$ cat config.mk
export PLATFORM = sky130hd
export DESIGN_NAME = io_input_port
export DESIGN_NICKNAME = d
export VERILOG_FILES = /design/src/rtl/io_input_port.sv
export SDC_FILE = /design/constraint.sdc
export NUM_CORES = 1
export LEC_CHECK = 0
export CAP_MARGIN = 10
export CORE_UTILIZATION = 42
export DETAILED_ROUTE_END_ITERATION = 8
export HOLD_SLACK_MARGIN = 0.08
export MAX_ROUTING_LAYER = met4
export PLACE_DENSITY = 0.71
export SYNTH_ARGS = -nofsm -noshare
export SYNTH_HDL_FRONTEND = slang
export SYNTH_SLANG_ARGS = --single-unit
$ cat constraint.sdc
create_clock -name I_CLOCK -period 4.02 [get_ports I_CLOCK]
set_input_delay 0.402 -clock I_CLOCK [delete_from_list [all_inputs] [get_ports I_CLOCK]]
set_output_delay 0.402 -clock I_CLOCK [all_outputs]
set_load 0.03 [all_outputs]
$ cat src/rtl/io_input_port.sv
// Memory-mapped input port: synchronizes and debounces SW/KEY, latches sticky key presses,
// and serves one-cycle-latency loads. Define IO_KEY_IRQ_EN to add the O_IRQ key-event output.
module io_input_port #(
   parameter int          DEBOUNCE_CYCLES = 16,
   parameter int          DATA_WIDTH      = 16,
   parameter logic [15:0] ADDR_SW         = 16'hF010,
   parameter logic [15:0] ADDR_KEY        = 16'hF020,
   parameter logic [15:0] ADDR_KEYEVT     = 16'hF030
) (
   input  logic                  I_CLOCK,
   input  logic                  I_RESET,
   input  logic [9:0]            I_SW,
   input  logic [3:0]            I_KEY,
   input  logic                  I_ReadEnable,
   input  logic [15:0]           I_ReadAddr,
   output logic [DATA_WIDTH-1:0] O_ReadData,
   output logic                  O_ReadValid,
   output logic [9:0]            O_SWLevel,
   output logic [3:0]            O_KeyPressed
`ifdef IO_KEY_IRQ_EN
   ,
   output logic                  O_IRQ
`endif
);

   localparam int NB = 14;
   localparam int CW = $clog2(DEBOUNCE_CYCLES);
   localparam logic [CW-1:0] CNT_LAST = CW'(DEBOUNCE_CYCLES - 1);

   logic [9:0]            sw_meta_q, sw_sync_q;
   logic [3:0]            key_meta_q, key_sync_q;
   logic [NB-1:0]         db_in;
   logic [NB-1:0]         stable_q, stable_d;
   logic [CW-1:0]         cnt_q [NB];
   logic [CW-1:0]         cnt_d [NB];
   logic [3:0]            sticky_q, sticky_d;
   logic [3:0]            key_evt;
   logic                  evt_clr;
   logic [DATA_WIDTH-1:0] data_q, data_d, rd_sel;
   logic                  valid_q, valid_d;

   // Bits [13:10] carry pressed = ~KEY so both buses share one debounce array.
   assign db_in = {~key_sync_q, sw_sync_q};

   always_comb begin
      stable_d = stable_q;
      for (int i = 0; i < NB; i++) begin
         cnt_d[i] = '0;
         if (db_in[i] != stable_q[i]) begin
            if (cnt_q[i] == CNT_LAST) begin
               stable_d[i] = db_in[i];
            end else begin
               cnt_d[i] = cnt_q[i] + CW'(1);
            end
         end
      end
   end

   always_comb begin
      rd_sel = '0;
      case (I_ReadAddr)
         ADDR_SW:     rd_sel = DATA_WIDTH'(stable_q[9:0]);
         ADDR_KEY:    rd_sel = DATA_WIDTH'(stable_q[13:10]);
         ADDR_KEYEVT: rd_sel = DATA_WIDTH'(sticky_q);
         default:     rd_sel = '0;
      endcase
   end

   // A press landing on the clearing edge survives: set wins over clear.
   always_comb begin
      key_evt  = stable_d[13:10] & ~stable_q[13:10];
      evt_clr  = I_ReadEnable && (I_ReadAddr == ADDR_KEYEVT);
      sticky_d = (evt_clr ? 4'b0000 : sticky_q) | key_evt;
      valid_d  = I_ReadEnable;
      data_d   = I_ReadEnable ? rd_sel : data_q;
   end

   always_ff @(posedge I_CLOCK or posedge I_RESET) begin
      if (I_RESET) begin
         sw_meta_q  <= '0;
         sw_sync_q  <= '0;
         key_meta_q <= 4'b1111;
         key_sync_q <= 4'b1111;
         stable_q   <= '0;
         for (int i = 0; i < NB; i++) cnt_q[i] <= '0;
         sticky_q   <= '0;
         data_q     <= '0;
         valid_q    <= 1'b0;
      end else begin
         sw_meta_q  <= I_SW;
         sw_sync_q  <= sw_meta_q;
         key_meta_q <= I_KEY;
         key_sync_q <= key_meta_q;
         stable_q   <= stable_d;
         for (int i = 0; i < NB; i++) cnt_q[i] <= cnt_d[i];
         sticky_q   <= sticky_d;
         data_q     <= data_d;
         valid_q    <= valid_d;
      end
   end

`ifdef IO_KEY_IRQ_EN
   logic irq_q, irq_d;

   always_comb irq_d = |sticky_q;

   always_ff @(posedge I_CLOCK or posedge I_RESET) begin
      if (I_RESET) irq_q <= 1'b0;
      else         irq_q <= irq_d;
   end

   assign O_IRQ = irq_q;
`endif

   assign O_ReadData   = data_q;
   assign O_ReadValid  = valid_q;
   assign O_SWLevel    = stable_q[9:0];
   assign O_KeyPressed = stable_q[13:10];

endmodule

==> impl_results.html <==
<table>
<tr><th>Metric</th><th>Value</th></tr>
<tr><th colspan="2">Detailed routing</th></tr>
<tr><td>Number of design rule violations left after detail routing</td><td>0</td></tr>
<tr><td>Via count</td><td>approximately 2800</td></tr>
<tr><td>Number of optimization iterations in the first detailed-route pass</td><td>4</td></tr>
<tr><td>DR WL/cell</td><td>about 14 um</td></tr>
<tr><td>Routed wire length</td><td>between 7000 and 8000 um</td></tr>
<tr><td>Iteration-0 DRC Markers</td><td>100</td></tr>
<tr><td>Via-to-Cell Ratio</td><td>~5.0</td></tr>
<tr><td>Routed Antenna Nets</td><td>0</td></tr>
<tr><th colspan="2">Floorplan</th></tr>
<tr><td>I/O Pins</td><td>64</td></tr>
<tr><td>Number of placement rows</td><td>37</td></tr>
<tr><td>Placeable core region</td><td>approximately 0.010 mm2</td></tr>
<tr><td>Initial cell density of the core</td><td>43.3%</td></tr>
<tr><td>Die Y</td><td>105 um</td></tr>
<tr><td>Die Width</td><td>between 100 and 150 um</td></tr>
<tr><td>Die area</td><td>0.0111 mm2</td></tr>
<tr><th colspan="2">Critical path</th></tr>
<tr><td>Critical path class</td><td>reg -&gt; out</td></tr>
<tr><td>WP data arrival</td><td>1.66 ns</td></tr>
<tr><td>Largest stage delay, worst path</td><td>0.73 ns</td></tr>
<tr><td>Max Fanout on Critical Path</td><td>5</td></tr>
<tr><td>Slowest stage cell, crit path</td><td>sky130_fd_sc_hd__clkdlybuf4s50_1</td></tr>
<tr><td>Worst Setup End Kind</td><td>output port</td></tr>
<tr><td>Critical path buffer and inverter count</td><td>1</td></tr>
<tr><td>Kind of launch point of the worst setup path</td><td>flip-flop</td></tr>
<tr><td>Worst reg2reg setup slack</td><td>2.74 ns</td></tr>
<tr><td>Worst-path cell chain</td><td>clkdlybuf4s50_1</td></tr>
<tr><td>Top cell family by delay on the critical path</td><td>buffers and inverters</td></tr>
<tr><td>Data required time of the critical path</td><td>3.62 ns</td></tr>
<tr><th colspan="2">Finish</th></tr>
<tr><td>Final antenna diode count</td><td>0</td></tr>
<tr><td>Fill cells</td><td>855</td></tr>
<tr><td>Number of nets in the layout</td><td>approximately 470</td></tr>
<tr><td>Sequential cell area</td><td>about 0.0028 mm2</td></tr>
<tr><td>Layout-stage area growth over the synthesis result</td><td>29.5%</td></tr>
<tr><td>Share of cells above drive strength 1</td><td>between 10% and 20%</td></tr>
<tr><td>Footprint of the multi-input gates</td><td>approximately 0.0016 mm2</td></tr>
<tr><td>Final core area utilization</td><td>a little under three fifths</td></tr>
<tr><th colspan="2">Timing</th></tr>
<tr><td>RSZ-0062 raised after global routing</td><td>no</td></tr>
<tr><td>Count of pins over their slew limit</td><td>0</td></tr>
<tr><td>Setup violation total in the final timing report</td><td>0</td></tr>
<tr><td>Summed negative setup slack over all endpoints</td><td>0 ns</td></tr>
<tr><td>Period utilisation layout</td><td>between 50% and 60%</td></tr>
<tr><td>Post-Route Skew</td><td>just over 0.009 ns</td></tr>
<tr><td>Worst slew margin</td><td>between 60% and 70%</td></tr>
<tr><td>Final Critical Period</td><td>approximately 2.1 ns</td></tr>
<tr><td>Achievable Freq</td><td>0.485 GHz</td></tr>
<tr><td>Number of endpoints with negative hold slack in the final report</td><td>0</td></tr>
<tr><td>Pin slew with the least headroom to its limit</td><td>around 0.58 ns</td></tr>
<tr><th colspan="2">Clocking</th></tr>
<tr><td>Clock buffer depth</td><td>2</td></tr>
<tr><td>Total clock sinks</td><td>roughly 110</td></tr>
<tr><td>Cells resized by post-CTS repair</td><td>0</td></tr>
<tr><td>Htree depth</td><td>4</td></tr>
<tr><td>Cts-stage hold buffer count</td><td>0</td></tr>
<tr><td>CTS Root Buffer Type</td><td>sky130_fd_sc_hd__clkbuf_8</td></tr>
<tr><td>Worst-Skew Late Latency</td><td>about 0.50 ns</td></tr>
<tr><td>TritonCTS clock tree</td><td>yes</td></tr>
<tr><td>Cts bufs inserted</td><td>17</td></tr>
<tr><td>Clock-pin transition on the worst setup and hold timing paths</td><td>approximately 0.06 ns</td></tr>
<tr><td>Setup Buffers After CTS</td><td>0</td></tr>
<tr><th colspan="2">Yosys</th></tr>
<tr><td>Combined area of all synthesized cells</td><td>~0.0045 mm2</td></tr>
<tr><td>Synthesized instance count</td><td>343</td></tr>
<tr><td>Area leader, netlist</td><td>sky130_fd_sc_hd__dfrtp_1</td></tr>
<tr><td>Number of enable flip-flop cells after synthesis</td><td>0</td></tr>
<tr><td>Fraction of registers with async set or reset after synthesis</td><td>100%</td></tr>
<tr><td>Library cells used by synthesis</td><td>35</td></tr>
<tr><td>Portion of the post-synthesis area used by sequential elements</td><td>63.1%</td></tr>
<tr><td>Ranking of synthesized cells by area</td><td>sky130_fd_sc_hd__dfrtp_1 (58%), sky130_fd_sc_hd__dfstp_2 (4.7%), sky130_fd_sc_hd__xnor2_1 (4.7%), sky130_fd_sc_hd__ha_1 (3.9%), sky130_fd_sc_hd__mux2_2 (2.5%)</td></tr>
<tr><td>Synth Area per Inst</td><td>~13 um2</td></tr>
<tr><td>Dominant cell by count in the synthesized netlist</td><td>sky130_fd_sc_hd__dfrtp_1</td></tr>
<tr><td>YS warnings</td><td>0</td></tr>
<tr><td>Top cells by count, synth</td><td>sky130_fd_sc_hd__dfrtp_1 (105), sky130_fd_sc_hd__xnor2_1 (24), sky130_fd_sc_hd__a21oi_1 (22)</td></tr>
<tr><td>Primary flip-flop cell chosen by synthesis mapping</td><td>sky130_fd_sc_hd__dfrtp_1</td></tr>
<tr><td>Top-area cell type share of the netlist area</td><td>58.5%</td></tr>
<tr><td>Seq cells post-synth</td><td>between 100 and 150</td></tr>
<tr><th colspan="2">Pwr</th></tr>
<tr><td>IR drop worst, VDD</td><td>about 0.28 mV</td></tr>
<tr><td>Pwr per Cell Area</td><td>a little under 500 mW/mm2</td></tr>
<tr><td>Static leakage power</td><td>approximately 2.5 nW</td></tr>
<tr><th colspan="2">Global routing</th></tr>
<tr><td>Remaining global-route overflow</td><td>0</td></tr>
<tr><td>Overall fraction of global-route tracks in use</td><td>~17%</td></tr>
<tr><td>Number of global-route vias before repair</td><td>around 3000</td></tr>
<tr><td>Pin count of the biggest net entering global routing</td><td>69</td></tr>
<tr><td>Number of antenna violations at the first check in global routing</td><td>0</td></tr>
<tr><td>First-pass GRT wire length</td><td>~14000 um</td></tr>
<tr><th colspan="2">Job</th></tr>
<tr><td>Max capacitance violation total</td><td>0</td></tr>
<tr><th colspan="2">Hold path</th></tr>
<tr><td>Hold Path Class</td><td>in -&gt; reg</td></tr>
<tr><th colspan="2">Placed design</th></tr>
<tr><td>Number of input and output port buffers inserted</td><td>57</td></tr>
<tr><td>Half-perimeter wire length after placement</td><td>between 5000 and 6000 um</td></tr>
<tr><td>Routability-driven placement congestion ratio</td><td>just over 0.7</td></tr>
<tr><th colspan="2">Outcome</th></tr>
<tr><td>Status</td><td>complete, no violations</td></tr>
</table>
-- layout by cell type (no fill, tap or decap), drive strengths merged, types with 14 or more instances in the layout --
| master | count |
|---|---|
| nor2 | 19 |
| ha | 14 |
| o21ai | 19 |
| xnor2 | 24 |
| nand3 | 14 |
| dfrtp | 105 |
| inv | 18 |
| clkdlybuf4s50 | 57 |
| a21oi | 22 |
| clkbuf | 21 |
-- registers in the layout (all words and copies together) (netlist names) --
signal and cells:
O_ReadValid 1, sw_sync_q 10, key_meta_q 4, sticky_q 4, cnt_q 56, key_sync_q 4, O_ReadData 10, sw_meta_q 10
stable_q 14
-- cell type report --
type / instances / area share [%]
inverter: 19 / 1.27
clock buffer: 21 / 7.89
sequential: 113 / 48.7
tap: 136 / 2.92
multi-input combinational: 209 / 26.7
timing repair buffer: 58 / 10.1
clock inverter: 11 / 2.32
-- stage by stage --
| step | worst slack (ns) | cell area [um2] | total power, mW | instances | hold WS, ns |
|---|---|---|---|---|---|
| after floorplan | 0.644 | 4510 | 1.35 | 348 | 0.331 |
| after global placement | 1.82 | 5230 | 1.41 | 535 | 0.331 |
| after detailed placement | 1.78 | 5230 | 1.42 | 535 | 0.335 |
| after CTS | 1.91 | 5820 | 2.90 | 567 | 0.281 |
| after global routing | 1.86 | 5820 | 2.99 | 567 | 0.280 |
| final | 1.96 | 5820 | 2.86 | 567 | 0.304 |
-- routing by layer --
layer,part of all wire (%),global-route usage [%]
met2,50,25.9
met3,3.8,5.88
met4,1.3,7.04
met5,0,-
met1,45,19.9
-- kinds of logic (layout without fill, tap and decap cells) --
family	after synthesis	count (layout)	share of synthesized area [%]
XOR/XNOR	28	28	5.46
AO/OA/AOI/OAI	68	68	9.47
buffers and inverters	26	109	2.67
other	1	6	0.0834
flip-flops	113	113	63.1
adder cells (fa/ha/maj)	14	14	3.90
multiplexers	14	14	3.40
AND/OR/NAND/NOR	79	79	11.9
-- report_power, final --
group / switching, mW / leakage (nW) / internal [mW]
Combinational: 0.0830 / 0.792 / 0.0793
Clock: 0.484 / 0.293 / 0.984
Sequential: 0.0424 / 1.45 / 1.19
Total: 0.609 / 2.53 / 2.26
-- path summary, 6_finish.rpt --
| check | startpoint | endpoint | cells past startpoint |
|---|---|---|---|
| setup / recovery | stable_q[12] | O_KeyPressed[2] | 1 |
| hold / removal | I_KEY[2] | key_meta_q[2] | 1 |
| setup reg to reg | cnt_q[20] | cnt_q[23] | 3 |
| hold reg to reg | sw_meta_q[0] | sw_sync_q[0] | 0 |
| max in group asynchronous | I_RESET | key_sync_q[2] | 3 |
| min in group asynchronous | I_RESET | cnt_q[15] | 2 |
No activity file was read; power rests on OpenSTA's default activity.
==> RTL change, RTL diff (same settings) <==
Take the reset off `data_q` and load it in a clocked block of its own.
--- a/src/rtl/io_input_port.sv
+++ b/src/rtl/io_input_port.sv
@@ -86,3 +86,2 @@
          sticky_q   <= '0;
-         data_q     <= '0;
          valid_q    <= 1'b0;
@@ -96,5 +95,8 @@
          sticky_q   <= sticky_d;
-         data_q     <= data_d;
          valid_q    <= valid_d;
       end
+   end
+
+   always_ff @(posedge I_CLOCK) begin
+      data_q <= data_d;
    end
Function: no difference found for any inputs over 10 cycles, from zero or initial values and one cycle with I_RESET high; that may be too few to reach the edited logic, so the function may still have changed.
==> RTL change against the unedited design <==
- die area up 1.4%
- wire length up 2.2%
- critical path depth unchanged
- setup slack better by 3.7 ps
- synthesized area up 1.5%
- power up 2.0%
- combinational power up 9.9%
- cell area up 1.1%
- sequential cell count unchanged
- largest cell class unchanged
- highest routed layer unchanged
==> RTL change: results (changes against the unedited design) <==
* Outcome: complete, no violations (unchanged)
* Seq pwr share at 42.9% (was 43.1%)
* Largest net degree at the start of global routing at 62 (was 69)
* GRT Util Overall at 17.0% (was 16.8%)
* Compound-Gate Fraction of Synth Area at 8.01% (was 9.47%)
* Combinational power share at 6.1% (was 5.7%)
* Largest cells by area after synthesis: dfrtp_1 52%, edfxtp_1 6.6%, dfstp_2 4.6% (was dfrtp_1 58%, dfstp_2 4.7%, xnor2_1 4.7%)
* Share of layout cells above drive strength 1 at 14.3% (was 13.2%)
* CLK BUF at 24 (was 21)
* Async set-reset flop share out of synthesis at 91.2% (was 100%)
* Top cells by count, synth: 95 x dfrtp_1, 28 x nor2_1, 24 x xnor2_1 (was 105 x dfrtp_1, 24 x xnor2_1, 22 x a21oi_1)
* Synth Area in Adders at 3.84% (was 3.90%)
* EDFF count, synth at 10 (was 0)
* Buffering overhead at 9.95% (was 10.1%)
* PwrDens at 497 mW/mm^2 (was 492 mW/mm^2)
* DR vias at 2929 (was 2818)
* Routability cong. at 0.743 (was 0.712)
* Maximum VDD drop at 0.000305 V (was 0.000275 V)
* Synth cell types at 33 (was 35)
* Syn Inst Count at 354 (was 343)
* First-pass GRT wire length at 14.3 mm (was 13.8 mm)
* ClkCell Share at 10.4% (was 10.2%)
* Non-clk bufs at 59 (was 58)
* Mux share of post-synthesis cell area at 3.46% (was 3.40%)
* Post-synthesis sequential area ratio at 63.3% (was 63.1%)
* Placed inst area at 0.00528 sq mm (was 0.00523 sq mm)
* Xor/xnor cell area share of the yosys netlist at 5.38% (was 5.46%)
* Fill cells at 852 (was 855)
* Slew headroom at 52.7% (was 61.3%)
* Vias in the first global route at 3085 (was 2952)
* Inverters at 22 (was 19)
* Hold Worst Slack at 303 ps (was 304 ps)
* Fin cells at 578 (was 567)
* Hpwl dp at 5.53 mm (was 5.43 mm)
* Fin nets at 476 (was 465)
* Lkg Pwr at 2.49 nW (was 2.53 nW)
* Fin Clk Skew at 7.43 ps (was 9.30 ps)
* Sequential share of cell area at 49.1% (was 48.7%)
[RTL change: cell types whose count changed in the layout (fill, tap and decap cells not counted), moves of 5 or more]
cell and change:
dfrtp_1 -10, edfxtp_1 +10, nor2_1 +9, nor3_2 +6, o21ai_0 -5
[RTL change: worst max path at each step]
stage | startpoint | endpoint | slack [ps] | cells after the start
floorplan | I_RESET | O_ReadValid | 930 | 1
global placement | I_ReadEnable | sticky_q[3] | 2010 | 4
detailed placement | I_ReadEnable | sticky_q[0] | 1920 | 4
CTS | stable_q[11] | O_KeyPressed[1] | 1910 | 1
global route | stable_q[11] | O_KeyPressed[1] | 1900 | 1
finish | stable_q[11] | O_KeyPressed[1] | 1960 | 1
[RTL change: metal layers]
layer | vias up | GRT usage, % | wire length, um
li1 | 1392 | - | -
met1 | 1461 | 20.4 | 3640
met2 | 61 | 25.2 | 3820
met3 | 15 | 6.25 | 485
met4 | 0 | 8.23 | 178
met5 | - | - | 0
